--- src/rtl/mdu_hilo.sv ---
// Iterative multiply/divide unit owning the HI/LO registers (shift-add multiply, restoring divide).
// Define MDU_SIGNED_EN to make op 100/101 signed MULT/DIV; otherwise op[2] is ignored for mult/div.
module mdu_hilo #(
    parameter int WIDTH = 32
) (
    input  logic             clk,
    input  logic             rst_n,
    input  logic             start,
    input  logic [2:0]       op,
    input  logic [WIDTH-1:0] x,
    input  logic [WIDTH-1:0] y,
    output logic             busy,
    output logic             done,
    output logic [WIDTH-1:0] hi,
    output logic [WIDTH-1:0] lo
);
    // state | meaning
    // IDLE  | waiting for an issue
    // MUL   | shift-add multiply, one multiplier bit per cycle
    // DIV   | restoring divide, one quotient bit per cycle
    // FIN   | result just written to hi/lo, done=1; accepts a new issue
    typedef enum logic [1:0] {IDLE, MUL, DIV, FIN} state_t;

    localparam int CW = (WIDTH > 1) ? $clog2(WIDTH) : 1;
    localparam logic [CW-1:0] LAST = CW'(WIDTH - 1);

    state_t             state, state_nx;
    logic [CW-1:0]      count;
    logic [WIDTH-1:0]   a_op;
    logic [2*WIDTH-1:0] acc;
    logic [WIDTH:0]     rem;

    logic accept, op_mul, op_div, op_mthi, op_mtlo, last;
    logic [WIDTH-1:0] x_mag, y_mag;

    assign accept  = start && (state == IDLE || state == FIN);
    assign op_mul  = (op[1:0] == 2'b00);
    assign op_div  = (op[1:0] == 2'b01);
    assign op_mthi = (op == 3'b010);
    assign op_mtlo = (op == 3'b011);
    assign busy    = (state == MUL) || (state == DIV);
    assign done    = (state == FIN);
    assign last    = busy && (count == LAST);

`ifdef MDU_SIGNED_EN
    logic x_neg, y_neg, sgn_x, sgn_y, dz;
    assign x_neg = op[2] & x[WIDTH-1];
    assign y_neg = op[2] & y[WIDTH-1];
    assign x_mag = x_neg ? -x : x;
    assign y_mag = y_neg ? -y : y;
`else
    assign x_mag = x;
    assign y_mag = y;
`endif

    always_ff @(posedge clk or negedge rst_n) begin
        if (!rst_n) state <= IDLE;
        else        state <= state_nx;
    end

    always_comb begin
        state_nx = state;
        case (state)
            IDLE, FIN: begin
                if (accept && op_mul)      state_nx = MUL;
                else if (accept && op_div) state_nx = DIV;
                else                       state_nx = IDLE;
            end
            MUL, DIV: if (count == LAST) state_nx = FIN;
            default:  state_nx = IDLE;
        endcase
    end

    // Multiplier sits in the low half of acc and is consumed LSB first.
    logic [WIDTH:0]     mul_sum;
    logic [2*WIDTH-1:0] mul_nx;
    assign mul_sum = {1'b0, acc[2*WIDTH-1:WIDTH]} + (acc[0] ? {1'b0, a_op} : '0);
    assign mul_nx  = {mul_sum, acc[WIDTH-1:1]};

    // Dividend sits in acc low half; quotient bits shift in behind it.
    logic [WIDTH+1:0] div_sh, div_diff;
    logic             div_ok;
    logic [WIDTH:0]   rem_nx;
    logic [WIDTH-1:0] quo_nx;
    assign div_sh   = {rem, acc[WIDTH-1]};
    assign div_diff = div_sh - {2'b00, a_op};
    assign div_ok   = ~div_diff[WIDTH+1];
    assign rem_nx   = div_ok ? div_diff[WIDTH:0] : div_sh[WIDTH:0];
    assign quo_nx   = {acc[WIDTH-2:0], div_ok};

    logic [WIDTH-1:0] res_hi, res_lo;
    always_comb begin
        res_hi = rem_nx[WIDTH-1:0];
        res_lo = quo_nx;
        if (state == MUL) {res_hi, res_lo} = mul_nx;
`ifdef MDU_SIGNED_EN
        if (state == MUL && (sgn_x ^ sgn_y)) {res_hi, res_lo} = -mul_nx;
        // Divide by zero keeps the raw all-ones quotient and dividend magnitude.
        if (state == DIV && !dz) begin
            if (sgn_x ^ sgn_y) res_lo = -quo_nx;
            if (sgn_x)         res_hi = -rem_nx[WIDTH-1:0];
        end
`endif
    end

    always_ff @(posedge clk or negedge rst_n) begin
        if (!rst_n) begin
            count <= '0;
            a_op  <= '0;
            acc   <= '0;
            rem   <= '0;
            hi    <= '0;
            lo    <= '0;
        end else begin
            if (state == MUL) begin
                acc   <= mul_nx;
                count <= count + CW'(1);
            end else if (state == DIV) begin
                acc   <= {acc[2*WIDTH-1:WIDTH], quo_nx};
                rem   <= rem_nx;
                count <= count + CW'(1);
            end
            if (last) begin
                hi    <= res_hi;
                lo    <= res_lo;
                count <= '0;
            end
            if (accept) begin
                if (op_mul) begin
                    a_op  <= x_mag;
                    acc   <= {{WIDTH{1'b0}}, y_mag};
                    count <= '0;
                end else if (op_div) begin
                    a_op  <= y_mag;
                    acc   <= {{WIDTH{1'b0}}, x_mag};
                    rem   <= '0;
                    count <= '0;
                end else if (op_mthi) begin
                    hi <= x;
                end else if (op_mtlo) begin
                    lo <= x;
                end
            end
        end
    end

`ifdef MDU_SIGNED_EN
    always_ff @(posedge clk or negedge rst_n) begin
        if (!rst_n) begin
            sgn_x <= 1'b0;
            sgn_y <= 1'b0;
            dz    <= 1'b0;
        end else if (accept && (op_mul || op_div)) begin
            sgn_x <= x_neg;
            sgn_y <= y_neg;
            dz    <= (y == '0);
        end
    end
`endif

endmodule

--- config.mk ---
export PLATFORM = sky130hd
export DESIGN_NAME = mdu_hilo
export DESIGN_NICKNAME = d
export VERILOG_FILES = /design/src/rtl/mdu_hilo.sv
export SDC_FILE = /design/constraint.sdc
export NUM_CORES = 1
export LEC_CHECK = 0
export ABC_AREA = 1
export BUFFER_PORTS_ARGS = -buffer_cell sky130_fd_sc_hd__buf_4
export CAP_MARGIN = 0
export CORE_MARGIN = 5
export CORE_UTILIZATION = 30
export CTS_BUF_LIST = sky130_fd_sc_hd__clkbuf_16
export DETAILED_ROUTE_END_ITERATION = 8
export HOLD_SLACK_MARGIN = 0.12
export SLEW_MARGIN = 20
export SYNTH_ARGS = -nofsm -noshare
export SYNTH_HDL_FRONTEND = slang
export SYNTH_SLANG_ARGS = --single-unit
--- constraint.sdc ---
create_clock -name clk -period 3.19 [get_ports clk]
set_input_delay 0.638 -clock clk [delete_from_list [all_inputs] [get_ports clk]]
set_output_delay 0.638 -clock clk [all_outputs]
set_load 0.05 [all_outputs]
* Word-level counts from Yosys, hierarchy flattened
Index checks and enable logic that the tools add are counted.
** Operators by class
- Mux-type cells :: 37
- Bitwise operators :: 1
- Equality and inequality tests :: 8
- Reductions and logical operators :: 12
- Add/subtract/negate cells :: 3
** Operators with widths (count)
- $mux 32 :: 17
- $mux 64 :: 4
- $mux 33 :: 6
- $sub 34x32->34 :: 1
- $add 32x32->33 :: 1
- $mux 5 :: 6
- $eq 3x2->1 const B :: 2
- $mux 2 :: 3
- $add 5x1->5 const B :: 1
- $eq 5x5->1 const B :: 1
- $eq 2x1->1 const B :: 2
- $eq 2x2->1 const B :: 2
- $logic_and 1x1->1 :: 4
- $logic_not 2->1 :: 2
- $pmux 2 s2 :: 1
- $reduce_or 2->1 :: 2
- $logic_or 1x1->1 :: 2
- $ne 2x2->1 const B :: 1
- $reduce_and 2->1 :: 1
- $reduce_bool 2->1 :: 1
- $not 1->1 :: 1
** Word-level totals
- Word-level logic and storage cells :: 68
- Output and inout bits :: 66
- Register bits :: 200
- Input port bits :: 70

* Depth between registers and ports, before layout
- Word-level depth :: 9
- Depth in mapped cells :: 20
- Mapped depth without buffers :: 20

* Worst setup path after synthesis
OpenSTA, ideal clock, no wires.
- Path kind :: register to register
- Start :: register acc[0]
- End :: register hi[15]
- Cell stages (with the launch flop) :: 19
- Library setup time :: 73 ps
- Clock period less this slack :: 2375 ps
- Path slack :: 815 ps
- Data arrival time :: 2302 ps
- Buffers on the path :: 2
- Required time :: 3117 ps
- Cells stage by stage :: dfrtp_1 clkbuf_1 clkbuf_1 nand2_1 inv_1 ha_1 a21oi_1 nand2_1 nand2_1 o211ai_1 nand2_1 nand2_1 nand2_1 nand2_1 a21oi_1 o21ai_0 nand2_1 nand2_1 a21oi_2
** On the way
- Cells in the longest elaborated chain, start to end :: 8
** RTL lines
- start, declared :: line 30 : logic [2*WIDTH-1:0] acc;
- start signal, assigned :: line 116 : acc <= mul_nx;
- start signal, assigned :: line 119 : acc <= {acc[2*WIDTH-1:WIDTH], quo_nx};
- start signal, assigned :: line 131 : acc <= {{WIDTH{1'b0}}, y_mag};
- $mux 32 (*) :: line 77 : assign mul_sum = {1'b0, acc[2*WIDTH-1:WIDTH]} + (acc[0] ? {1'b0, a_op} : '0);
- $add 32x32->33 (*) :: line 77
- $mux 32 (*) :: line 95 : if (state == MUL) {res_hi, res_lo} = mul_nx;
- $mux 32 (*) :: line 123 : if (last) begin
- $mux 32 :: line 138 : end else if (op_mthi) begin
- $mux 32 :: line 133 : end else if (op_div) begin
- $mux 32 :: line 129 : if (op_mul) begin
- $mux 32 (*) :: line 128 : if (accept) begin
- end signal, assigned :: line 124 : hi <= res_hi;
- end, declared :: line 14 : output logic [WIDTH-1:0] hi,
Every way passes the cells marked *; elsewhere a longest branch is shown, timed or not.
A chain may end at the register's enable or synchronous reset.

* Worst setup path after layout
- Start :: register a_op[15]
- End :: register hi[20]
** On the way
- Cells in the longest elaborated chain, start to end :: 8
- Elaborated cells between the ends (all ways) :: 10
- Those cells by class :: add/sub (2); mux (8)
** RTL lines
- start, declared :: line 29 : logic [WIDTH-1:0] a_op;
- start signal, assigned :: line 130 : a_op <= x_mag;
- start signal, assigned :: line 134 : a_op <= y_mag;
- $sub 34x32->34 or $mux 32 (tied branches) :: line 86, 77
- $mux 33 or $add 32x32->33 (tied branches) :: line 88, 77
- $mux 32 (*) :: line 95
- $mux 32 (*) :: line 123
- $mux 32 :: line 138
- $mux 32 :: line 133
- $mux 32 :: line 129
- $mux 32 (*) :: line 128
Marked as above.

==> impl_metrics.py <==
metrics = {
    "status": {
        "run_status": "complete, no violations",
    },
    "global_route": {
        "via_count_of_the_first_global_routing_pass": 15200,
        "gr-total-overflow": 0,
        "global_route_wire_length_before_repair_mm": 92.2,
        "antenna_found_initial": 0,
        "grtUsageTotal_pct": 22.1,
        "pin_count_of_the_biggest_net_entering_global_routing": 74,
    },
    "critical_path": {
        "crit_start": "a_op[15]",
        "crit_fanout": 24,
        "worst-endpoint-required_ps": 3590,
        "timing.critical_path.from_type": "flip-flop",
        "r2r_start": "a_op[15]",
        "worst-setup-path-type": "reg -> reg",
        "worstSetupEndpointType": "flip-flop",
        "timing.reg2reg.worst_path_depth": 15,
        "cp_data_arrival_time_ps": 3420,
    },
    "sta": {
        "setup_ws_ps": 171,
        "max_freq_mhz": 331,
        "finalHoldViolations": 0,
        "final-max-slew-violation-count": 0,
        "unrepaired_setup_endpoints_after_global_routing": "no",
        "final.min_clock_period_ps": 3020,
        "worstMarginPinSlew_ps": 970,
        "report.final.setup_viol": 0,
        "maxSlewHeadroom_pct": 35.3,
        "setup-tns-final_ps": 0,
        "share_of_the_clock_period_used_by_the_worst_path_after_layout_pct": 94.6,
        "finClkSkew_ps": 16.9,
    },
    "cts": {
        "cts.hold.buffers_added": 0,
        "clock_h_tree_levels": 4,
        "worst_setup_hold_path_clk_slew_ps": 80,
        "clk_root_buffer_cell": "clkbuf_16",
        "cts_tree": "yes",
        "clkLatencyLatePin_ps": 480,
        "cts-buffers-inserted": 17,
        "ctsLongestPathBuffers": 2,
        "clock_sink_count": 200,
    },
    "logic_synthesis": {
        "async_flop_share_pct": 100,
        "commonest_cells_in_the_netlist": "nand2_1, inv_1, a21oi_1, dfrtp_1, o21ai_0",
        "yosys.cell_types.count": 49,
        "ys.warnings.count": 0,
        "dominantRegCellSynth": "dfrtp_1",
        "synthCells": 2159,
        "yosys_register_bits": 200,
        "post-synth-top-count-cell": "nand2_1",
        "synth_largest_type_area_fraction_pct": 33.4,
        "synth.area.top_cells": "dfrtp_1, nand2_1, inv_1",
        "synth.yosys.seq_area_share_pct": 33.4,
        "post_synthesis_net_count": 2300,
        "synth.largest_area_cell": "dfrtp_1",
        "synth_enable_flop_cells": 0,
        "post_synth.cell_area_avg_um2": 6.95,
        "mappedNetlistArea_um2": 15000,
    },
    "drt": {
        "drc_errors": 0,
        "vias_per_cell": 5.24,
        "drt_first_iter_violations": 1539,
        "vias": 15400,
        "detail_route.wirelength_mm": 61.2,
        "antenna_left": 0,
        "wire_per_inst_um": 20.8,
        "drt-pass1-iter-count": 5,
    },
    "power_and_ir_drop": {
        "powerDensity_nw_per_um2": 930,
        "vdd_drop_max_v": 0.000473,
        "static_leak_nw": 8.62,
    },
    "final_layout": {
        "stdcell_area_um2": 17400,
        "drive_above_1_share_pct": 13.6,
        "area_delta_synth_final_pct": 15.7,
        "final.fill_count": 5430,
        "insertedDiodeCount": 0,
        "design.final.nets": 2399,
    },
    "die": {
        "design.die.area_um2": 54600,
        "num_rows": 82,
        "design.core.area_um2": 49900,
        "die-width_um": 234,
        "floorplan.initialDensity_pct": 30.1,
        "design.portCount": 136,
        "die_y_um": 234,
    },
    "placement": {
        "placedInstanceArea_um2": 16800,
        "pre_cts_ws_ps": -21.6,
        "io_buffers": 135,
        "finalWeightedCongestion": 0.980,
        "place.detailed.hpwl_mm": 47.3,
    },
    "job": {
        "timing.max_cap.violations": 0,
    },
    "worst_hold_path": {
        "worstHoldPathType": "in -> async",
    },
}
registers in the layout, indices dropped and copies added (netlist names):
name,cells
state,2
acc,64
hi,32
count,5
a_op,32
lo,32
rem,33
worst paths after layout:
path | to | slack [ps]
worst min register to register | acc[62] | 520
max in group asynchronous | rem[8] | 2240
min in group clk | hi[14] | 420
worst max register to register | hi[20] | 170
worst max-delay path | hi[20] | 170
worst min-delay path | lo[16] | 160
what timing repair did:
item,CTS,global route
gates resized for setup,1,3
endpoints found under the hold margin,0,0
endpoints found under the setup margin,1,17
setup buffers,0,1
pin swaps,0,1
routing by layer:
metal | global-route usage (%) | part of all wire (%) | vias up | wire [um]
met5 | 0 | 0 | - | 0
met4 | 10.2 | 4.8 | 0 | 2950
met3 | 3.83 | 6.5 | 111 | 3950
met2 | 35.2 | 45 | 581 | 27700
met1 | 29.3 | 44 | 7358 | 26700
li1 | - | - | 7358 | -
final cells by class:
class | count | area [um^2] | area share, %
well taps | 672 | 841 | 4.84
multi-input cells | 1548 | 8390 | 48.3
flip-flops and latches | 200 | 5010 | 28.8
repair buffers | 176 | 1440 | 8.30
inverters | 315 | 1180 | 6.81
clock inverters | 11 | 76.3 | 0.440
clock buffers | 17 | 425 | 2.45
cells by family (layout without fill, tap and decap cells):
group,Yosys count,after routing,share of synthesized area (%)
AND/OR/NAND/NOR,913,913,27.2
flip-flops,200,200,33.4
adder cells (fa/ha/maj),71,71,6.02
AO/OA/AOI/OAI,541,541,21.0
buffers and inverters,411,519,11.0
XOR/XNOR,23,23,1.34
cell usage in the layout (no fill, tap or decap), types with 3 or more instances in the layout:
cell type,synthesis,routed
nand2_1,481,481
buf_4,2,166
nand2_4,5,5
nor3_1,15,15
o21ai_0,172,170
inv_2,8,10
a21oi_1,217,216
nor2_4,3,6
a21o_1,8,8
a31oi_1,3,3
a21oi_2,14,15
ha_1,69,68
o221ai_1,39,39
or2_2,3,3
clkbuf_16,0,17
nor2_2,3,3
o21ai_1,1,3
inv_6,0,4
nand2_2,31,31
nand3_2,23,24
o211ai_1,72,72
nand4_1,8,8
nand3_1,171,170
clkinv_1,3,4
inv_1,304,303
dfrtp_1,200,199
o2111ai_1,3,3
xor2_1,8,8
xnor2_1,15,15
nand2_8,3,3
buf_12,1,9
nor2_1,160,157
o21a_1,6,6
o21bai_1,3,3
power by group:
part           switching, mW  internal, mW
combinational           6.74          3.27
sequential             0.750          3.31
clock                   1.10         0.983
total                   8.59          7.56
through the flow:
step | instances | utilization, % | total power [mW] | hold WS, ps
2_1_floorplan | 2159 | - | 11.2 | 342
3_3_place_gp | 2910 | 33.8 | 13.9 | 492
3_5_place_dp | 2910 | 33.8 | 14.0 | 499
4_1_cts | 2938 | 34.8 | 16.1 | 198
5_1_grt | 2939 | 34.8 | 17.4 | 207
6_report | 2939 | 34.8 | 16.1 | 160
critical path, stage by stage, from the launching register on:
cell and delay [ps]:
dfrtp_1 470, inv_1 90, ha_1 360, nand2_1 160, inv_2 70, nand2_1 70
nand2_1 150, a21oi_2 160, nand3_2 200, nand2_4 160, nand3_4 190, nand2_8 300
nand2_2 100, nand3_2 100, nand3_1 170, a21oi_1 170
Note: power is estimated with default switching activity, not from simulation.
